File: src/rtl/ksa2_issue_ctrl.sv
// rtl/ksa2_issue_ctrl.sv - round-robin issue controller for the pipelined SFQ Kogge-Stone adder
module ksa2_issue_ctrl #(
    parameter int W     = 2,
    parameter int LAT   = 4,
    parameter int DEPTH = 4
) (
    input  logic         GCLK_Pad,
    input  logic         RSTn_Pad,
    input  logic         req0_valid,
    output logic         req0_ready,
    input  logic [W-1:0] req0_a,
    input  logic [W-1:0] req0_b,
    input  logic         req0_cin,
    input  logic         req1_valid,
    output logic         req1_ready,
    input  logic [W-1:0] req1_a,
    input  logic [W-1:0] req1_b,
    input  logic         req1_cin,
    output logic [W-1:0] add_a,
    output logic [W-1:0] add_b,
    output logic         add_cin,
    output logic         add_fire,
    input  logic [W-1:0] add_sum,
    input  logic         add_cout,
    output logic         rsp0_valid,
    input  logic         rsp0_ready,
    output logic [W:0]   rsp0_data,
    output logic         rsp1_valid,
    input  logic         rsp1_ready,
    output logic [W:0]   rsp1_data
);
    localparam int CW = $clog2(DEPTH + 1);
    localparam int PW = (DEPTH > 1) ? $clog2(DEPTH) : 1;

    logic [CW-1:0] r_credit [2];
    logic          r_ptr;
    logic [LAT:0]  r_dl_vld;
    logic [LAT:0]  r_dl_id;
    logic [W:0]    r_mem [2][DEPTH];
    logic [PW-1:0] r_wr [2];
    logic [PW-1:0] r_rd [2];
    logic [CW-1:0] r_cnt [2];

    logic [1:0]    w_elig;
    logic [1:0]    w_grant;
    logic [1:0]    w_pop;
    logic [1:0]    w_push;
    logic          w_accept;

    function automatic logic [PW-1:0] next_ptr(input logic [PW-1:0] p);
        return (p == PW'(DEPTH - 1)) ? '0 : p + 1'b1;
    endfunction

    // Ready is suppressed during reset so nothing is accepted on the reset edge.
    assign w_elig[0]  = RSTn_Pad && req0_valid && (r_credit[0] != '0);
    assign w_elig[1]  = RSTn_Pad && req1_valid && (r_credit[1] != '0);
    assign w_grant[0] = w_elig[0] && (!w_elig[1] || !r_ptr);
    assign w_grant[1] = w_elig[1] && (!w_elig[0] ||  r_ptr);
    assign w_accept   = |w_grant;
    assign req0_ready = w_grant[0];
    assign req1_ready = w_grant[1];

    assign w_pop[0]   = (r_cnt[0] != '0) && rsp0_ready;
    assign w_pop[1]   = (r_cnt[1] != '0) && rsp1_ready;
    assign w_push[0]  = r_dl_vld[LAT] && !r_dl_id[LAT];
    assign w_push[1]  = r_dl_vld[LAT] &&  r_dl_id[LAT];

    assign rsp0_valid = (r_cnt[0] != '0);
    assign rsp1_valid = (r_cnt[1] != '0);
    assign rsp0_data  = rsp0_valid ? r_mem[0][r_rd[0]] : '0;
    assign rsp1_data  = rsp1_valid ? r_mem[1][r_rd[1]] : '0;

    // Operand register: zero whenever nothing issues so the SFQ gates see no pulses.
    always_ff @(posedge GCLK_Pad) begin
        if (!RSTn_Pad || !w_accept) begin
            add_a    <= '0;
            add_b    <= '0;
            add_cin  <= 1'b0;
            add_fire <= 1'b0;
        end else if (w_grant[0]) begin
            add_a    <= req0_a;
            add_b    <= req0_b;
            add_cin  <= req0_cin;
            add_fire <= 1'b1;
        end else begin
            add_a    <= req1_a;
            add_b    <= req1_b;
            add_cin  <= req1_cin;
            add_fire <= 1'b1;
        end
    end

    // Round-robin pointer moves to the requester that lost (or was absent) after each grant.
    always_ff @(posedge GCLK_Pad) begin
        if (!RSTn_Pad) begin
            r_ptr <= 1'b0;
        end else if (w_accept) begin
            r_ptr <= w_grant[0];
        end
    end

    // Delay line: stage 0 lines up with add_fire, stage LAT lines up with valid adder outputs.
    always_ff @(posedge GCLK_Pad) begin
        if (!RSTn_Pad) begin
            r_dl_vld <= '0;
            r_dl_id  <= '0;
        end else begin
            r_dl_vld <= {r_dl_vld[LAT-1:0], w_accept};
            r_dl_id  <= {r_dl_id[LAT-1:0], w_grant[1]};
        end
    end

    // Result storage writes; contents need no reset because the counts gate visibility.
    always_ff @(posedge GCLK_Pad) begin
        for (int i = 0; i < 2; i++) begin
            if (w_push[i]) begin
                r_mem[i][r_wr[i]] <= {add_cout, add_sum};
            end
        end
    end

    // Per-requester credits and FIFO pointers; a credit is held from accept until its result is popped.
    always_ff @(posedge GCLK_Pad) begin
        for (int i = 0; i < 2; i++) begin
            if (!RSTn_Pad) begin
                r_credit[i] <= CW'(DEPTH);
                r_wr[i]     <= '0;
                r_rd[i]     <= '0;
                r_cnt[i]    <= '0;
            end else begin
                if (w_grant[i] && !w_pop[i]) begin
                    r_credit[i] <= r_credit[i] - 1'b1;
                end else if (!w_grant[i] && w_pop[i]) begin
                    r_credit[i] <= r_credit[i] + 1'b1;
                end
                if (w_push[i]) begin
                    r_wr[i] <= next_ptr(r_wr[i]);
                end
                if (w_pop[i]) begin
                    r_rd[i] <= next_ptr(r_rd[i]);
                end
                if (w_push[i] && !w_pop[i]) begin
                    r_cnt[i] <= r_cnt[i] + 1'b1;
                end else if (!w_push[i] && w_pop[i]) begin
                    r_cnt[i] <= r_cnt[i] - 1'b1;
                end
                assert (!(w_push[i] && !w_pop[i] && (r_cnt[i] == CW'(DEPTH))));
                assert (r_credit[i] <= CW'(DEPTH));
            end
        end
    end
endmodule

File: config.mk
export PLATFORM = sky130hd
export DESIGN_NAME = ksa2_issue_ctrl
export DESIGN_NICKNAME = d
export VERILOG_FILES = /design/src/rtl/ksa2_issue_ctrl.sv
export SDC_FILE = /design/constraint.sdc
export NUM_CORES = 1
export LEC_CHECK = 0
export ABC_AREA = 0
export CAP_MARGIN = 20
export CELL_PAD_IN_SITES_DETAIL_PLACEMENT = 1
export CELL_PAD_IN_SITES_GLOBAL_PLACEMENT = 1
export CORE_MARGIN = 5
export CORE_UTILIZATION = 41
export DETAILED_ROUTE_END_ITERATION = 8
export PLACE_DENSITY = 0.76
export SYNTH_ARGS = -nofsm -noshare
export SYNTH_HDL_FRONTEND = slang
export SYNTH_SLANG_ARGS = --single-unit
File: constraint.sdc
create_clock -name GCLK_Pad -period 2.39 [get_ports GCLK_Pad]
set_clock_uncertainty 0.2 [all_clocks]
set_input_delay 0.478 -clock GCLK_Pad [delete_from_list [all_inputs] [get_ports GCLK_Pad]]
set_output_delay 0.478 -clock GCLK_Pad [all_outputs]
set_load 0.02 [all_outputs]
Word-level counts from Yosys, hierarchy flattened. Memories as Yosys holds them, arrays and structs flattened. Cells that the tools add are included.

Register bits after elaboration: 17. Latch bits: 0. Memory bits (writable): 44. Memory bits (read-only): 0. Bits of input ports: 19. Output and inout bits: 16. Word-level logic and storage cells: 169. Memories kept: 5.

Memory list: r_mem (depth 2, width 12, rd ports 2, clocked after memory_dff 0, wr ports 1, RTL line 39) `logic [W:0] r_mem [2][DEPTH];`; r_cnt (depth 2, width 3, rd ports 2, clocked after memory_dff 0, wr ports 2, RTL line 42) `logic [CW-1:0] r_cnt [2];`; r_credit (depth 2, width 3, rd ports 2, clocked after memory_dff 0, wr ports 2, RTL line 35) `logic [CW-1:0] r_credit [2];`; r_rd (depth 2, width 2, rd ports 2, clocked after memory_dff 0, wr ports 2, RTL line 41) `logic [PW-1:0] r_rd [2];`; r_wr (depth 2, width 2, rd ports 2, clocked after memory_dff 0, wr ports 2, RTL line 40) `logic [PW-1:0] r_wr [2];`.

$add $sub $neg: 12. $mul: 0. Divide/modulo/power cells: 0. $lt $le $gt $ge: 6. Equality and inequality tests: 4. Shift operators: 0. Muxes and demuxes: 78. Bitwise logic cells: 16. Reduce and logical (&&, ||, !) cells: 41.

Operators by type and width (count): $mux 12 (4); $mux 3 (16); $mux 1 (44); $logic_and 1x1->1 (20); $mux 2 (10); $add 3x1->3 const B (4); $bmux 3 s2 (2); $demux 3 s2 (2); $ge 3x3->1 const B (4); $logic_not 1->1 (12); $not 2->3 (4); $or 1x1->1 (12); $reduce_bool 3->1 (4); $reduce_or 12->1 (1); $sub 3x1->3 const B (4); $add 2x1->2 const B (4); $eq 2x2->1 const B (4); $lt 3x1->1 const B (2); $logic_or 1x1->1 (3); $reduce_or 2->1 (1).

Depth between registers and ports, before layout.
Depth after elaboration: 12. Mapped depth: 10.

Worst setup path after synthesis. No wires, ideal clock.

Path kind: register to register. From: memory r_credit[0][0] (netlist name). To: memory r_credit[1][2] (netlist name) (data pin). Library setup time: 0.269 ns. Arrival time: 2.090 ns. Data required time: 1.921 ns. Path slack: -0.170 ns. Stages on the path, launching flop included: 11. Cells stage by stage: edfxtp_1 -> inv_1 -> ha_1 -> ha_1 -> nand3b_4 -> o21ai_2 -> nand2_1 -> fa_1 -> xnor2_1 -> and3_1 -> mux2i_1.

RTL lines (RTL line): start: declaration (35).

==> impl_results.md <==
* Tot GR Track Use at 14.0%
* DR WL/cell at 14.9 um
* Max-Cap Viols at 0
* Worst path arrival time at 2270 ps
* # DRC at 0
* Worst min path class: register to register
* Ant. Diodes at 0
* Multi-input gate area at 0.00118 sq mm
* Site row count at 30
* Setup TNS at 0 ps
* HP Start: r_dl_vld[3]$_SDFF_PN0_
* Leak pwr at approximately 1.6 nW
* I/O pins at 35
* Worst Tran Pin Value at 401 ps
* Top cells by count, synth: edfxtp_1, inv_1, and2_1, dfxtp_1, ha_1
* Switching share of power at 25.3%
* CTS Buf Count at 9
* Minimum clock period after layout at 2380 ps
* Tcrit/Tclk final at 99.6%
* Cell count after synthesis at 216
* CTS sink cnt at a little over 60
* Max Clock Freq at ~420 MHz
* Post-Syn Area per Cell at 13.4 sq um
* Crit path launch type: register
* Worst-skew pair later-pin latency at 340 ps
* Initial antenna violation count at 0
* Max FO, Critical Path at 3
* Worst r2r src: r_credit[0][0]$_DFFE_PP_
* Synthesized area at 0.00290 sq mm
* Post-detail-place hpwl at 4.37 mm
* Final setup vio count at 0
* Register area share after synthesis at 57.3%
* Synthesis warning total at 0
* Die W at 94.1 um
* R2r setup slk at 9 ps
* Max Root-Sink Buffers at 2
* Largest net degree at the start of global routing at 27
* CP startpoint: r_credit[0][0]$_DFFE_PP_
* Detail Route Antenna Nets at 0
* Final wirelength at 5.83 mm
* First-pass GRT wire length at 9.35 mm
* Vias per cell at 4.88
* Max Slew Vio Count at 0
* Area contributors post-synth: edfxtp_1, dfxtp_1, ha_1
* Filler cell count in the final layout at 714
* Final hold vios at 0
* CTS Root Cell: clkbuf_8
* Initial DRC Count at 34
* Async set-reset flop share out of synthesis at 0%
* CP cell instances: inv_1 > ha_2 > ha_4 > nand3b_4 > o21ai_4 > nand2_2 > fa_2 > xnor2_2 > and3_1 > mux2i_1
* Cell Count, Final, Fillers Out at 391
* Routed via count at 1907
* Synth unique cells at 42
* Number of global-route vias before repair at roughly 2000
* TritonCTS clock tree: done
* Die Ht at 94.1 um
* Register area at 0.00166 sq mm
* Die area at 0.00885 sq mm
* Reg power frac at 44.4%
* Slowest cell on the critical path: fa_2
* Most common cell in the netlist: edfxtp_1
* Synth Flop Type: edfxtp_1
* Synthesis-to-layout area growth at 31.7%
* EDFF count, synth at between 40 and 50
* DP Cell Count at roughly 370
* Relative slew slack at 73.1%
* Share of cells above drive strength 1 at approximately 28%
* Status: completed
* RSZ-0062 raised after global routing: yes
* Hold Path Sink: r_dl_vld[4]$_SDFF_PN0_
* Int Power at 2.12 mW
* Pwr per Cell Area at roughly 740 mW/mm^2
* Worst reg2reg path endpoint: r_credit[1][2]$_SDFFCE_PN1P_
* Gpl congestion at 0.707
* CP required at 2280 ps
* Critical path class: register to register
* Number of buffers added on ports at 34
* Core footprint at roughly 0.007 sq mm
* Yosys top cell by area: edfxtp_1
* Synth top area share at 45.6%
* Post-Syn Nets at 253
* Total grt overflow at 0
* Biggest cell delay along the critical path at 360 ps
* Yosys reg bits at 61
* Hold slack at around 230 ps
* Worst-path clk slew at 70 ps
* Starting Density at 42.4%
* Final nets at approximately 330
* Worst R2R Path Depth at 10
* Cells on Worst Hold Path at 1
* Peak supply drop at 0.000279 V
* Number of H-tree levels at 3
* Comb pwr share at 20.3%
* Power share of the clock group at 35.3%
* CP endpoint kind: register
* Sw Pwr at 0.716 mW
* DRT Pass-1 Iters at 3
[worst max-delay path by stage]
stage	cells after the start	to	slack, ps
final	10	r_credit[1][2]$_SDFFCE_PN1P_	9
after global routing	10	r_credit[1][2]$_SDFFCE_PN1P_	-70
after CTS	10	r_credit[1][2]$_SDFFCE_PN1P_	2
after detailed placement	9	r_credit[1][2]$_SDFFCE_PN1P_	-450
after global placement	5	req0_ready	-340
after floorplan	10	r_credit[1][2]$_SDFFCE_PN1P_	-60
[area by class of cell]
type	instances	area share, %
inverter	20	1.97
timing repair buffer	69	14.8
multi-input combinational	129	30.9
sequential	61	43.5
clock inverter	5	1.97
tap	96	3.15
clock buffer	11	3.70
[metal layers]
layer / global-route usage [%] / share of wire (%)
met1: 16.4 / 43
met2: 23.4 / 50
met3: 3.69 / 4.7
met4: 7.58 / 2.2
met5: 0 / 0
[cell families after synthesis]
family / share of synthesized area, %
AOI/OAI and AO/OA: 6.82
xor gates and xnor gates: 2.12
adders and majority gates: 8.29
buffers and inverters: 3.67
DFF: 57.3
muxes: 7.64
and+or+nand+nor: 14.1
[worst max-delay path: cells and delay by family (launching register included)]
family	cells	cell delay, ps
and+or+nand+nor	3	430
AOI/OAI and AO/OA	1	170
muxes	1	70
buffers and inverters	1	60
adders and majority gates	3	700
DFF	1	350
xor gates and xnor gates	1	160
[metrics by stage]
step	util (%)	area, sq um	setup WS (ps)	total power, mW
global placement	52.1	3560	-340	1.82
detailed placement	52.1	3560	-452	1.85
floorplan	-	2930	-56.6	1.59
global route	55.9	3820	-67.1	2.97
CTS	55.5	3790	1.94	2.85
finish	55.9	3820	8.69	2.83
[repair_timing]
item | CTS | global route
hold buffers | 0 | 0
buffers inserted | 6 | 2
pin swaps | 4 | 0
gates resized for setup | 36 | 7
endpoints found under the setup margin | 12 | 11
[power by group through the flow]
stage	logic (mW)	registers (mW)	clock network [mW]
6_report	0.574	1.26	1.00
5_1_grt	0.628	1.26	1.08
4_1_cts	0.571	1.26	1.03
3_5_place_dp	0.561	1.29	0
3_3_place_gp	0.540	1.28	0
2_1_floorplan	0.301	1.29	0
[sequential cells by signal, summed over array words and instances, names as in the netlist, 4 cells and up]
| signal | flops |
|---|---|
| r_credit | 6 |
| r_dl_vld | 5 |
| r_mem | 24 |
| r_rd | 4 |
| r_cnt | 6 |
| r_dl_id | 5 |
| r_wr | 4 |
[cell usage in the layout (no fill, tap or decap), drive strengths merged, types with 7 or more instances in the layout]
cell,instances
buf,42
inv,20
clkdlybuf4s50,23
edfxtp,44
clkbuf,12
and2,17
ha,16
dfxtp,17
nand2,13
nor2b,7
No activity file was read; power rests on OpenSTA's default activity.
